`config.mk`:
```
export PLATFORM = sky130hd
export DESIGN_NAME = keypad_scanner
export DESIGN_NICKNAME = d
export VERILOG_FILES = /design/src/rtl/keypad_pkg.sv /design/src/rtl/keypad_frame_scanner.sv /design/src/rtl/keypad_scanner.sv
export SDC_FILE = /design/constraint.sdc
export NUM_CORES = 1
export LEC_CHECK = 0
export CORE_MARGIN = 5
export CORE_UTILIZATION = 50
export CTS_BUF_LIST = sky130_fd_sc_hd__clkbuf_8
export DETAILED_ROUTE_END_ITERATION = 6
export PLACE_DENSITY = 0.79
export SETUP_SLACK_MARGIN = 0.3
export SYNTH_ARGS = -nofsm -noshare
export SYNTH_HDL_FRONTEND = slang
export SYNTH_SLANG_ARGS = --single-unit
```
`constraint.sdc`:
```
create_clock -name CLK -period 2.68 [get_ports CLK]
set_input_delay 0.402 -clock CLK [delete_from_list [all_inputs] [get_ports CLK]]
set_output_delay 0.402 -clock CLK [all_outputs]
set_load 0.05 [all_outputs]
```
`src/rtl/keypad_pkg.sv`:
```
// keypad_pkg: shared constants, key legend map and state/frame-class encodings for the keypad scanner.
package keypad_pkg;
  localparam int NUM_ROWS = 4;
  localparam int NUM_COLS = 4;
  // Indexed row*NUM_COLS+col; entry 0 is row 0, col 0.
  localparam logic [3:0] KEY_MAP [16] = '{
    4'h1, 4'h2, 4'h3, 4'hA,
    4'h4, 4'h5, 4'h6, 4'hB,
    4'h7, 4'h8, 4'h9, 4'hC,
    4'h0, 4'hF, 4'hE, 4'hD
  };
  typedef enum logic [1:0] {IDLE, PRESS_DB, PRESSED, RELEASE_DB} state_e;
  typedef enum logic [1:0] {NONE, SINGLE, MULTI} frame_class_e;
endpackage

```
`src/rtl/keypad_frame_scanner.sv`:
```
// keypad_frame_scanner: drives one active-low column at a time, samples synchronized rows at the end
// of each column period and presents a 16-bit pressed snapshot with a one-cycle frame_done.
module keypad_frame_scanner
  import keypad_pkg::*;
#(
  parameter int SCAN_PERIOD_CYCLES = 100_000
) (
  input  logic        CLK,
  input  logic        RST_N,
  input  logic [3:0]  rows,
  output logic [3:0]  cols,
  output logic [15:0] frame_vec,
  output logic        frame_done
);
  localparam int CW = $clog2(SCAN_PERIOD_CYCLES);
  logic [3:0]    sync1_q, sync2_q;
  logic [CW-1:0] cnt_q, cnt_d;
  logic [1:0]    col_q, col_d;
  logic [15:0]   vec_q, vec_d;
  logic          done_q, done_d;
  logic          tc;
  assign tc = cnt_q == CW'(SCAN_PERIOD_CYCLES - 1);
  always_comb begin
    cnt_d  = tc ? '0 : cnt_q + 1'b1;
    col_d  = tc ? col_q + 2'd1 : col_q;
    done_d = tc && (col_q == 2'd3);
    vec_d  = vec_q;
    if (tc)
      for (int r = 0; r < NUM_ROWS; r++) vec_d[r*NUM_COLS + int'(col_q)] = ~sync2_q[r];
  end
  always_ff @(posedge CLK or negedge RST_N) begin
    if (!RST_N) begin
      sync1_q <= 4'hF;
      sync2_q <= 4'hF;
      cnt_q   <= '0;
      col_q   <= '0;
      vec_q   <= '0;
      done_q  <= 1'b0;
    end else begin
      sync1_q <= rows;
      sync2_q <= sync1_q;
      cnt_q   <= cnt_d;
      col_q   <= col_d;
      vec_q   <= vec_d;
      done_q  <= done_d;
    end
  end
  assign cols       = ~(4'b0001 << col_q);
  assign frame_vec  = vec_q;
  assign frame_done = done_q;
endmodule

```
`src/rtl/keypad_scanner.sv`:
```
// keypad_scanner: classifies scanned frames, debounces presses/releases and hands one event per
// press to the consumer over a valid/ready handshake.
module keypad_scanner
  import keypad_pkg::*;
#(
  parameter int SCAN_PERIOD_CYCLES = 100_000,
  parameter int DEBOUNCE_FRAMES    = 4
) (
  input  logic       CLK,
  input  logic       RST_N,
  input  logic [3:0] rows,
  output logic [3:0] cols,
  output logic [3:0] key_code,
  output logic       key_valid,
  input  logic       key_ready,
  output logic       key_held,
  output logic       key_overrun
);
  localparam int DW = $clog2(DEBOUNCE_FRAMES + 1);
  logic [15:0]  frame_vec;
  logic         frame_done;
  frame_class_e cls;
  logic [3:0]   idx, code;
  state_e       state_q, state_d;
  logic [3:0]   cand_q, cand_d;
  logic [DW-1:0] cnt_q, cnt_d, cnt_inc;
  logic         last, same, ev, drop;
  logic [3:0]   code_q, code_d;
  logic         valid_q, valid_d, ovr_q, ovr_d;

  keypad_frame_scanner #(.SCAN_PERIOD_CYCLES(SCAN_PERIOD_CYCLES)) u_scan (
    .CLK       (CLK),
    .RST_N     (RST_N),
    .rows      (rows),
    .cols      (cols),
    .frame_vec (frame_vec),
    .frame_done(frame_done)
  );

  always_comb begin
    idx = '0;
    cls = (frame_vec == '0) ? NONE : (((frame_vec & (frame_vec - 16'd1)) == '0) ? SINGLE : MULTI);
    for (int i = 0; i < 16; i++) if (frame_vec[i]) idx = 4'(i);
  end
  assign code    = KEY_MAP[idx];
  assign cnt_inc = cnt_q + 1'b1;
  assign last    = cnt_inc == DW'(DEBOUNCE_FRAMES);
  assign same    = (cls == SINGLE) && (code == cand_q);

  always_comb begin
    state_d = state_q;
    cand_d  = cand_q;
    cnt_d   = cnt_q;
    ev      = 1'b0;
    if (frame_done)
      case (state_q)
        IDLE:
          if (cls == SINGLE) begin
            cand_d  = code;
            cnt_d   = DW'(1);
            state_d = PRESS_DB;
          end
        PRESS_DB:
          if (same) begin
            cnt_d   = cnt_inc;
            state_d = last ? PRESSED : PRESS_DB;
            ev      = last;
          end else begin
            cnt_d   = '0;
            state_d = IDLE;
          end
        PRESSED:
          if (cls == NONE) begin
            cnt_d   = DW'(1);
            state_d = RELEASE_DB;
          end
        RELEASE_DB:
          if (cls == NONE) begin
            cnt_d   = last ? '0 : cnt_inc;
            state_d = last ? IDLE : RELEASE_DB;
          end else begin
            state_d = PRESSED;
          end
        default: state_d = IDLE;
      endcase
  end

  // A pending unconsumed event wins; a simultaneous handshake frees the slot for the new one.
  assign drop    = ev && valid_q && !key_ready;
  assign code_d  = (ev && !drop) ? cand_q : code_q;
  assign valid_d = ev || (valid_q && !key_ready);
  assign ovr_d   = drop;

  always_ff @(posedge CLK or negedge RST_N) begin
    if (!RST_N) begin
      state_q <= IDLE;
      cand_q  <= '0;
      cnt_q   <= '0;
      code_q  <= '0;
      valid_q <= 1'b0;
      ovr_q   <= 1'b0;
    end else begin
      state_q <= state_d;
      cand_q  <= cand_d;
      cnt_q   <= cnt_d;
      code_q  <= code_d;
      valid_q <= valid_d;
      ovr_q   <= ovr_d;
    end
  end

  assign key_code    = code_q;
  assign key_valid   = valid_q;
  assign key_overrun = ovr_q;
  assign key_held    = (state_q == PRESSED) || (state_q == RELEASE_DB);
endmodule
```
### Yosys cells after proc, flatten, opt, wreduce, memory -nomap -nowiden

Memory sizes are Yosys's and may differ from the RTL's.
Cells that the tools add are included.

| word-level totals | value |
|---|---|
| ROM bits | 64 |
| register bits after elaboration | 59 |
| input bits | 7 |
| memories | 1 |

| cells by class | value |
|---|---|
| shift operators | 1 |
| eq/ne operators | 11 |
| add/sub/neg operators | 7 |
| muxes and demuxes | 48 |
| bitwise gates (word level) | 7 |
| magnitude comparators | 9 |
| reductions and logical operators | 21 |

Memory list:

| name | words | bits a word | read ports | clocked after memory_dff | wr ports | line | source |
|---|---|---|---|---|---|---|---|
| (no name shown) | 16 | 4 | 1 | 0 | 0 | keypad_scanner.sv:45 | `assign code = KEY_MAP[idx];` |

Operators by type and width:

| cell | count |
|---|---|
| >= comparator 32 x 1 -> 1 bit, second input constant | 3 |
| < comparator 32 x 6 -> 1 bit, second input constant | 3 |
| bitwise mux 16 bit | 4 |
| two-way mux 4 bit | 15 |
| zero test 16 bit | 2 |
| two-way mux 2 bit | 9 |
| adder 17 x 1 -> 17 bit, second input constant | 1 |
| == test 17 bit, second input constant | 1 |
| two-way mux 17 bit | 1 |
| AND 16 bit | 1 |
| subtractor 16 x 1 -> 16 bit, second input constant | 1 |
| two-way mux 3 bit | 5 |
| demux 1 bit (select 4 bit) | 3 |
| case mux 3 bit (4 select lines) | 1 |
| adder 4 x 2 -> 5 bit, first input constant | 2 |
| logical AND 1 bit | 10 |
| two-way mux 1 bit | 8 |
| case mux 2 bit (4 select lines) | 1 |
| == test 2 bit, second input constant | 3 |
| inequality test 2 bit, second input constant | 3 |
| AND reduction 3 bit | 2 |
| >= comparator 5 bit, second input constant | 1 |
| < comparator 2 x 5 -> 1 bit, second input constant | 1 |
| NOT 4 -> 5 bit | 1 |
| 15 further kinds | 22 |

### Depth between registers and ports, before layout

| depth | value |
|---|---|
| depth in word-level cells | 28 |
| depth in mapped cells | 14 |
| gate-level depth less buffers | 14 |

### Cells and area by module

A second synthesis with hierarchy kept.

| unflattened totals | value |
|---|---|
| cells, all modules | 307 |
| area total of the unflattened synthesis | 3079.2 um2 |

Modules (own cells, without submodules):

| module | cells each | times used | area each (um2) | sequential area each (um2) |
|---|---|---|---|---|
| keypad_frame_scanner | 158 | 1 | 1793.0 | 1111.1 |
| keypad_scanner | 149 | 1 | 1286.2 | 375.4 |

### Worst setup path after synthesis

OpenSTA, ideal clock, no wires.

| timing | value |
|---|---|
| path kind | reg2reg |
| from | register u_scan.vec_q[4], in the netlist u_scan.frame_vec[4] |
| to | register code_q[0], in the netlist key_code[0] |
| stages on the path, launching flop included | 15 |
| period minus slack after synthesis | 2895 ps |
| setup time | 125 ps |
| path buffers | 1 |
| data arrival time | 2770 ps |
| slack | -215 ps |
| cell sequence | dfrtp_1 > clkbuf_1 > a21oi_1 > o21bai_1 > a21oi_1 > o21bai_1 > a21oi_1 > o31ai_1 > ha_1 > o21ai_1 > o22ai_1 > xnor2_1 > nor4_4 > nand3_2 > mux2_4 |

| between the ends | value |
|---|---|
| word-level cells in the longest chain between the ends | 25 |
| elaborated cells between the ends (all ways) | 32 |
| those cells by class | add/sub (1); eq/ne (2); mux (19); bitwise (2); reduce/logical (7); memory (1) |

RTL lines:

| item | line | source |
|---|---|---|
| start: declaration | keypad_frame_scanner.sv:19 | `logic [15:0] vec_q, vec_d;` |
| start signal: assignment | keypad_frame_scanner.sv:44 | `vec_q <= vec_d;` |
| two-way mux 4 bit (12 in series) | keypad_scanner.sv:43 | `for (int i = 0; i < 16; i++) if (frame_vec[i]) idx = 4'(i);` |
| NOT 4 -> 5 bit (not written as such) | keypad_scanner.sv:45 |  |
| memory read (16 x 4 bit) | - |  |
| two-way mux 4 bit (not written as such) (2 in series) | keypad_scanner.sv:45 |  |
| == test 4 bit | keypad_scanner.sv:48 | `assign same = (cls == SINGLE) && (code == cand_q);` |
| logical AND 1 bit (*) | keypad_scanner.sv:48 |  |
| two-way mux 1 bit (*) | keypad_scanner.sv:64 | `if (same) begin` |
| two-way mux 1 bit (*) | keypad_scanner.sv:56 | `case (state_q)` |
| two-way mux 1 bit (*) | keypad_scanner.sv:55 | `if (frame_done)` |
| logical AND 1 bit (2 in series) | keypad_scanner.sv:89 | `assign drop = ev && valid_q && !key_ready;` |
| zero test 1 bit | keypad_scanner.sv:90 | `assign code_d = (ev && !drop) ? cand_q : code_q;` |
| logical AND 1 bit (*) | keypad_scanner.sv:90 |  |
| end signal: assignment | keypad_scanner.sv:106 | `code_q <= code_d;` |
| end: declaration | keypad_scanner.sv:28 | `logic [3:0] code_q, code_d;` |

Mark *: on every way between the ends. The rest lies on a longest branch, timed or not. The select of a mux whose other input is x is not followed.
A chain may end at the register's enable or synchronous reset.

### Worst setup path in the final report

| timing | value |
|---|---|
| from | register u_scan.vec_q[1], in the netlist u_scan.frame_vec[1] |
| to | register code_q[0], in the netlist key_code[0] |

| between the ends | value |
|---|---|
| word-level cells in the longest chain between the ends | 28 |
| elaborated cells between the ends (all ways) | 35 |
| those cells by class | add/sub (1); eq/ne (2); mux (22); bitwise (2); reduce/logical (7); memory (1) |

RTL lines:

| item | line |
|---|---|
| two-way mux 1 bit | keypad_scanner.sv:43 |
| two-way mux 2 bit | keypad_scanner.sv:43 |
| two-way mux 4 bit (13 in series) | keypad_scanner.sv:43 |
| NOT 4 -> 5 bit (not written as such) | keypad_scanner.sv:45 |
| memory read (16 x 4 bit) | - |
| two-way mux 4 bit (not written as such) (2 in series) | keypad_scanner.sv:45 |
| == test 4 bit | keypad_scanner.sv:48 |
| logical AND 1 bit (*) | keypad_scanner.sv:48 |
| two-way mux 1 bit (*) | keypad_scanner.sv:64 |
| two-way mux 1 bit (*) | keypad_scanner.sv:56 |
| two-way mux 1 bit (*) | keypad_scanner.sv:55 |
| logical AND 1 bit (2 in series) | keypad_scanner.sv:89 |
| zero test 1 bit | keypad_scanner.sv:90 |
| logical AND 1 bit (*) | keypad_scanner.sv:90 |

Marked as above.

==> results.yml <==
clocking:
  clock_path_buffers: 2
  clock-sinks: 59
  ctsRootBufferMaster: "clkbuf_8"
  clock_latency_ns: 0.35
  clk_pin_slew_ns: 0.07
  cts_tree: "built"
  htree_levels: 3
  cts_buffers: 9
logic_synthesis:
  async_reset_ff_share_pct: 100
  syn_area_sq_um: 3080
  syn_nets: 326
  synthFlopType: "dfrtp_1"
  synth_cells: 308
  synth-edff-count: 0
  synth_area_per_cell_sq_um: 10.0
  ys_seq_area_share_pct: 48.2
  yosysWarnings: 0
  yosysTopAreaCellShare_pct: 41.4
  synth_seq_cells: 59
  synthTopCellsByArea: "dfrtp_1 (41%), dfstp_2 (6.8%), nand2_1 (5.0%)"
  yosysTopAreaCell: "dfrtp_1"
  yosysUniqueCellTypes: 61
global_route:
  antenna_found_initial: 0
  grt_first_pass_wirelength_microns: 11500
  grt_start_max_net_pins: 44
  grt_usage_pct: 19.3
  grt_pass1_vias: 2580
  overflow: 0
worst_setup_path:
  crit_fanout: 4
  rrSetupSlack_ns: -0.23
  crit_path_end_kind: "flop"
  cp_slowest_cell: "dfrtp_1"
  crit_type: "reg -> reg"
  crit_arrival_ns: 3.13
  required_ns: 2.90
  startpoint_type: "flop"
  cpPeakStageDelay_ns: 0.42
  cp_cell_sequence: "nand2b_4 > a21oi_2 > o21bai_1 > a21oi_1 > o21bai_1 > a21oi_2 > o31ai_2 > ha_2 > a21oi_1 > a31o_2 > xor2_2 > nor3_2 > nand3_2 > mux2_4"
timing:
  slew_violations: 0
  worst_hold_slack_ns: 0.355
  setup_viol: 14
  hold_viol: 0
  fin_crit_sh_pct: 108
  fin_ws_ns: -0.227
  tns_ns: -1.77
  max_slew.worst_pin.slew_ns: 0.557
  relSlewSlack_pct: 62.6
  skew_ns: 0.0109
  layout_min_cycle_time_ns: 2.91
  fmax_ghz: 0.344
  rsz0062_at_grt: "yes"
cells_and_area:
  layout-drive-gt1-share_pct: 31.2
  diodes: 0
  nets: 388
  synthToLayoutAreaGrowth_pct: 31.3
floorplan:
  die_y_microns: 88.5
  pin_count: 18
  fp.dieW_microns: 88.5
  initial_core_util_pct: 51.8
  core_sq_um: 5960
  rows: 28
  dieArea_sq_um: 7840
pwr:
  leakage_nw: 1.80
  p_switching_mw: 0.403
  power_frac_seq_pct: 49.1
  power_density_nw_per_um2: 455
  p_total_mw: 1.84
  internal-power_mw: 1.44
  ir_worst_vdd_mv: 0.421
  clkPwrFrac_pct: 49.5
  combPwrFrac_pct: 1.4
  sw_frac_of_total_pct: 21.9
route:
  first_pass_iters: 6
  detail-route-antenna-nets: 0
  vias_per_cell: 5.57
  vias: 2505
  drc: 0
  wl_microns: 6580
  avgRoutedWirePerCell_microns: 14.6
  drt_iter0_markers: 83
worst_hold_path:
  hold_path_class: "reg -> reg"
run_status:
  status: "finished with violations"
  violations: "negative setup slack"
place:
  pre_cts_slack_ns: -0.349
  port_buffers: 17
  gp_congestion: 0.879
  dp_hpwl_microns: 4610
flow_run:
  drv_cap: 0
-- area by class of cell --
| type | count | area (sq um) |
|---|---|---|
| clock buffers | 9 | 124 |
| clock inverters | 7 | 101 |
| fillers | 450 | 1910 |
| inverters | 13 | 48.8 |
| multi-input cells | 224 | 1660 |
| flip-flops and latches | 59 | 1490 |
| well taps | 75 | 93.8 |
| repair buffers | 63 | 532 |
-- critical path, delay by kind of cell (launching register included) --
family                     cells  cell delay (ns)
xor gates and xnor gates       1             0.16
and+or+nand+nor                3             0.53
muxes                          1             0.35
DFF                            1             0.42
adders and majority gates      1             0.24
AOI/OAI and AO/OA              8             1.09
-- flip-flops by register name, summed over array words and instances (netlist names) --
name and cells:
key_overrun 1, key_code 4, u_scan.sync2_q 4, u_scan.cnt_q 17
u_scan.frame_vec 16, state_q 2, cnt_q 3, u_scan.sync1_q 4
cand_q 4, u_scan.frame_done 1, u_scan.col_q 2, key_valid 1
-- Yosys cell counts (4+ instances only) --
cell type  instances
a21oi_1            8
clkbuf_1           9
dfrtp_1           51
dfstp_2            8
ha_1              11
inv_1             13
mux2_4             4
nand2_1           41
nand2b_1           7
nand3_1            8
nor2_1            22
nor3_1            12
nor4_1             6
o21ai_0           23
o31ai_1            6
xnor2_1           13
xor2_1             7
-- power groups by stage --
| stage | Clock, mW | Sequential (mW) | Combinational, mW |
|---|---|---|---|
| 6_report | 0.911 | 0.904 | 0.0265 |
| 5_1_grt | 0.977 | 0.905 | 0.0314 |
| 4_1_cts | 0.936 | 0.904 | 0.0281 |
| 3_5_place_dp | 0 | 0.921 | 0.0268 |
| 3_3_place_gp | 0 | 0.921 | 0.0263 |
| 2_1_floorplan | 0 | 0.920 | 0.000220 |
-- placed cells by master (no fill, tap or decap), drive strengths merged, types with 2 or more instances in the layout --
cell type      instances
a21oi                  8
nand2                 42
nor4                   9
o21bai                 2
a2111oi                3
o21ai                 26
xnor2                 13
nor2                  22
nor3                  12
xor2                   7
clkdlybuf4s50         15
ha                    11
and3                   2
mux2                   7
dfrtp                 51
inv                   14
bufinv                 2
nand2b                 7
dfstp                  8
nand4                  3
o31ai                  6
nor2b                  2
o22ai                  2
o311ai                 2
nand3                  9
o211ai                 2
buf                   46
clkinvlp               2
clkbuf                 9
clkinv                 2
or2                    2
or4                    3
-- kinds of logic after synthesis --
family | Yosys count | synth area share [%]
adders and majority gates | 12 | 4.79
AOI/OAI and AO/OA | 61 | 13.7
xor gates and xnor gates | 20 | 5.68
buffers and inverters | 25 | 3.12
and+or+nand+nor | 123 | 21.2
muxes | 8 | 3.37
DFF | 59 | 48.2
-- per-layer routing --
metal	routed length, microns	GRT usage, %	vias to the layer above
li1	-	-	1213
met1	2930	23.7	1223
met2	3200	31.0	52
met3	252	5.03	17
met4	200	10.9	0
met5	0	0	-
-- worst paths after layout --
check	depth (start not counted)	start	endpoint
setup / recovery	14	u_scan.frame_vec[1]	key_code[0]
hold / removal	0	u_scan.sync1_q[0]	u_scan.sync2_q[0]
setup reg to reg	14	u_scan.frame_vec[1]	key_code[0]
hold reg to reg	0	u_scan.sync1_q[0]	u_scan.sync2_q[0]
max in group asynchronous	3	RST_N	u_scan.sync1_q[0]
min in group asynchronous	2	RST_N	cand_q[1]
-- what timing repair did --
item / CTS / global route
buffers inserted: 3 / 3
hold buffers: 1 / 0
hold endpoints to repair: 12 / 0
setup endpoints to repair: 15 / 24
pin swaps: 15 / 8
resized for setup: 20 / 8
gates cloned: 0 / 0
-- stage by stage --
step	instances	area [sq um]	utilization, %
2_1_floorplan	308	3120	-
3_3_place_gp	427	3630	61.0
3_5_place_dp	427	3630	61.0
4_1_cts	447	3990	67.1
5_1_grt	450	4050	68.0
6_report	450	4050	68.0
Note: power is estimated with default switching activity, not from simulation.
==> variant: new RTL, same flow settings <==
Encoding of `state_e`: now one-hot (4 bits for 4 states).
--- a/src/rtl/keypad_pkg.sv
+++ b/src/rtl/keypad_pkg.sv
@@ -9,7 +9,7 @@
     4'h7, 4'h8, 4'h9, 4'hC,
     4'h0, 4'hF, 4'hE, 4'hD
   };
-  typedef enum logic [1:0] {IDLE, PRESS_DB, PRESSED, RELEASE_DB} state_e;
+  typedef enum logic [3:0] {IDLE = 4'b0001, PRESS_DB = 4'b0010, PRESSED = 4'b0100, RELEASE_DB = 4'b1000} state_e;
   typedef enum logic [1:0] {NONE, SINGLE, MULTI} frame_class_e;
 endpackage
 
Behaviour: no difference found for any inputs over 10 cycles, from zero or initial values and one cycle with RST_N low; not proved beyond that.
==> variant against the unedited design <==
- sequential cell count increased by 2
- synthesized area increased by 3.8%
- first-iteration DRC count is 82% higher
- cell area up 2.2%
- power shrank 3.0%
- worst setup slack worse by 0.33 ns
- the run still ends with negative setup slack left
- synthesized cell count rose by 6.2%
- routed wire length is 5.5% higher
- maximum frequency down 10%
==> variant: results (changes against the unedited design) <==
[synthesis]
synth_mux_area_frac=0.0324  ; was 0.0337
synth-xor-area-share=0.0602  ; was 0.0568
synth_compound_area_frac=0.121  ; was 0.137
synthAdderAreaFrac=0.0492  ; was 0.0479
synth_cell_type_count=58  ; was 61
avgSynthCellArea_um2=9.79  ; was 10.0 um^2
synth_nets=345  ; was 326

[finish]
final_layout_size_suffix_gt1_frac=0.295  ; was 0.312
regMostFlops=u_scan.cnt_q  ; unchanged
fin_nets=409  ; was 388

[outcome]
status=finished with violations  ; unchanged
violations=negative setup slack  ; unchanged

[global_routing]
grt_pass1_wl_um=11800  ; was 11,500 um
first_global_vias=2515  ; was 2,580
grtUsageTotal=0.175  ; was 0.193
grt_max_degree=62  ; was 44

[power]
irDropWorstVdd_uv=331  ; was 421 uV

[clock_network]
cts_resized=13  ; was 20
post_cts_buffers=7  ; was 3
cts_max_level=3  ; unchanged

[route]
viasPerCell=5.53  ; was 5.57
vias=2614  ; was 2,505
drt_wl_total_um=6950  ; was 6580 um
firstDrtPassIters=4  ; was 6
first_iter_violations=151  ; was 83

[setup_path]
cp_top_family=simple AND/OR/NAND/NOR gates  ; was compound AO/OA/AOI/OAI gates
crit_path_max_incr_delay_ns=0.38  ; was 0.42 ns
worstPathArrival_ns=3.47  ; was 3.13 ns
timing.rr.start=u_scan.frame_vec[2]  ; was u_scan.frame_vec[1]

[place]
port_buffers=17  ; unchanged
dp_hpwl_um=4660  ; was 4610 um
place_congestion=0.879  ; about the same
placed_cells=442  ; was 427

[timing]
worst_slack_ns=-0.557  ; was -0.227 ns
setup_viol=16  ; was 14
max-slew-margin-rel=0.570  ; was 0.626
fin_worst_skew_ns=0.0118  ; was 0.0109 ns

[hold_path]
hold_path_class=primary input to asynchronous set/reset pin  ; was flop to flop

variant: report_power, final:
part	total, mW	switching (mW)	internal [mW]	leakage, nW
Clock	0.822	0.389	0.433	0.104
Sequential	0.935	0.00391	0.931	0.807
Combinational	0.0289	0.0190	0.00994	0.975
Total	1.79	0.412	1.37	1.89
variant: cell families (layout without fill, tap and decap cells):
group | count (synthesis) | count (layout)
AO/OA/AOI/OAI | 66 | 66
adder cells (fa/ha/maj) | 13 | 13
buffers and inverters | 27 | 96
AND/OR/NAND/NOR | 130 | 130
flip-flops | 61 | 61
XOR/XNOR | 22 | 22
multiplexers | 8 | 8
variant: cell type report:
cell class / instances / area, um^2
clock inverter: 7 / 75.1
multi-input combinational: 239 / 1700
clock buffer: 9 / 124
tap: 77 / 96.3
inverter: 16 / 60.1
fill: 473 / 2140
sequential: 61 / 1540
timing repair buffer: 64 / 546
variant: final timing paths:
path	to	slack, ns	depth (start not counted)
setup / recovery	key_code[3]	-0.56	17
hold / removal	u_scan.frame_vec[0]	0.04	2
min in group CLK	u_scan.sync2_q[2]	0.36	0
max in group asynchronous	state_q[0]	2.31	2
hold reg to reg	u_scan.sync2_q[2]	0.36	0
setup reg to reg	key_code[3]	-0.56	17
variant: through the flow:
stage	setup TNS (ns)	setup WS [ns]	area (um^2)	hold WS [ns]
finish	-5.59	-0.557	4140	0.0449
global route	-8.26	-0.730	4140	0.0522
global placement	-3.19	-0.427	3690	0.346
CTS	-4.83	-0.509	3990	0.0598
detailed placement	-4.13	-0.507	3690	0.347
floorplan	-2.03	-0.454	3250	0.106
variant: metal layers:
metal / part of all wire / vias to the layer above / track usage
li1: - / 1279 / -
met1: 0.45 / 1261 / 0.229
met2: 0.48 / 56 / 0.273
met3: 0.044 / 18 / 0.0501
met4: 0.027 / 0 / 0.0744
met5: 0 / - / 0
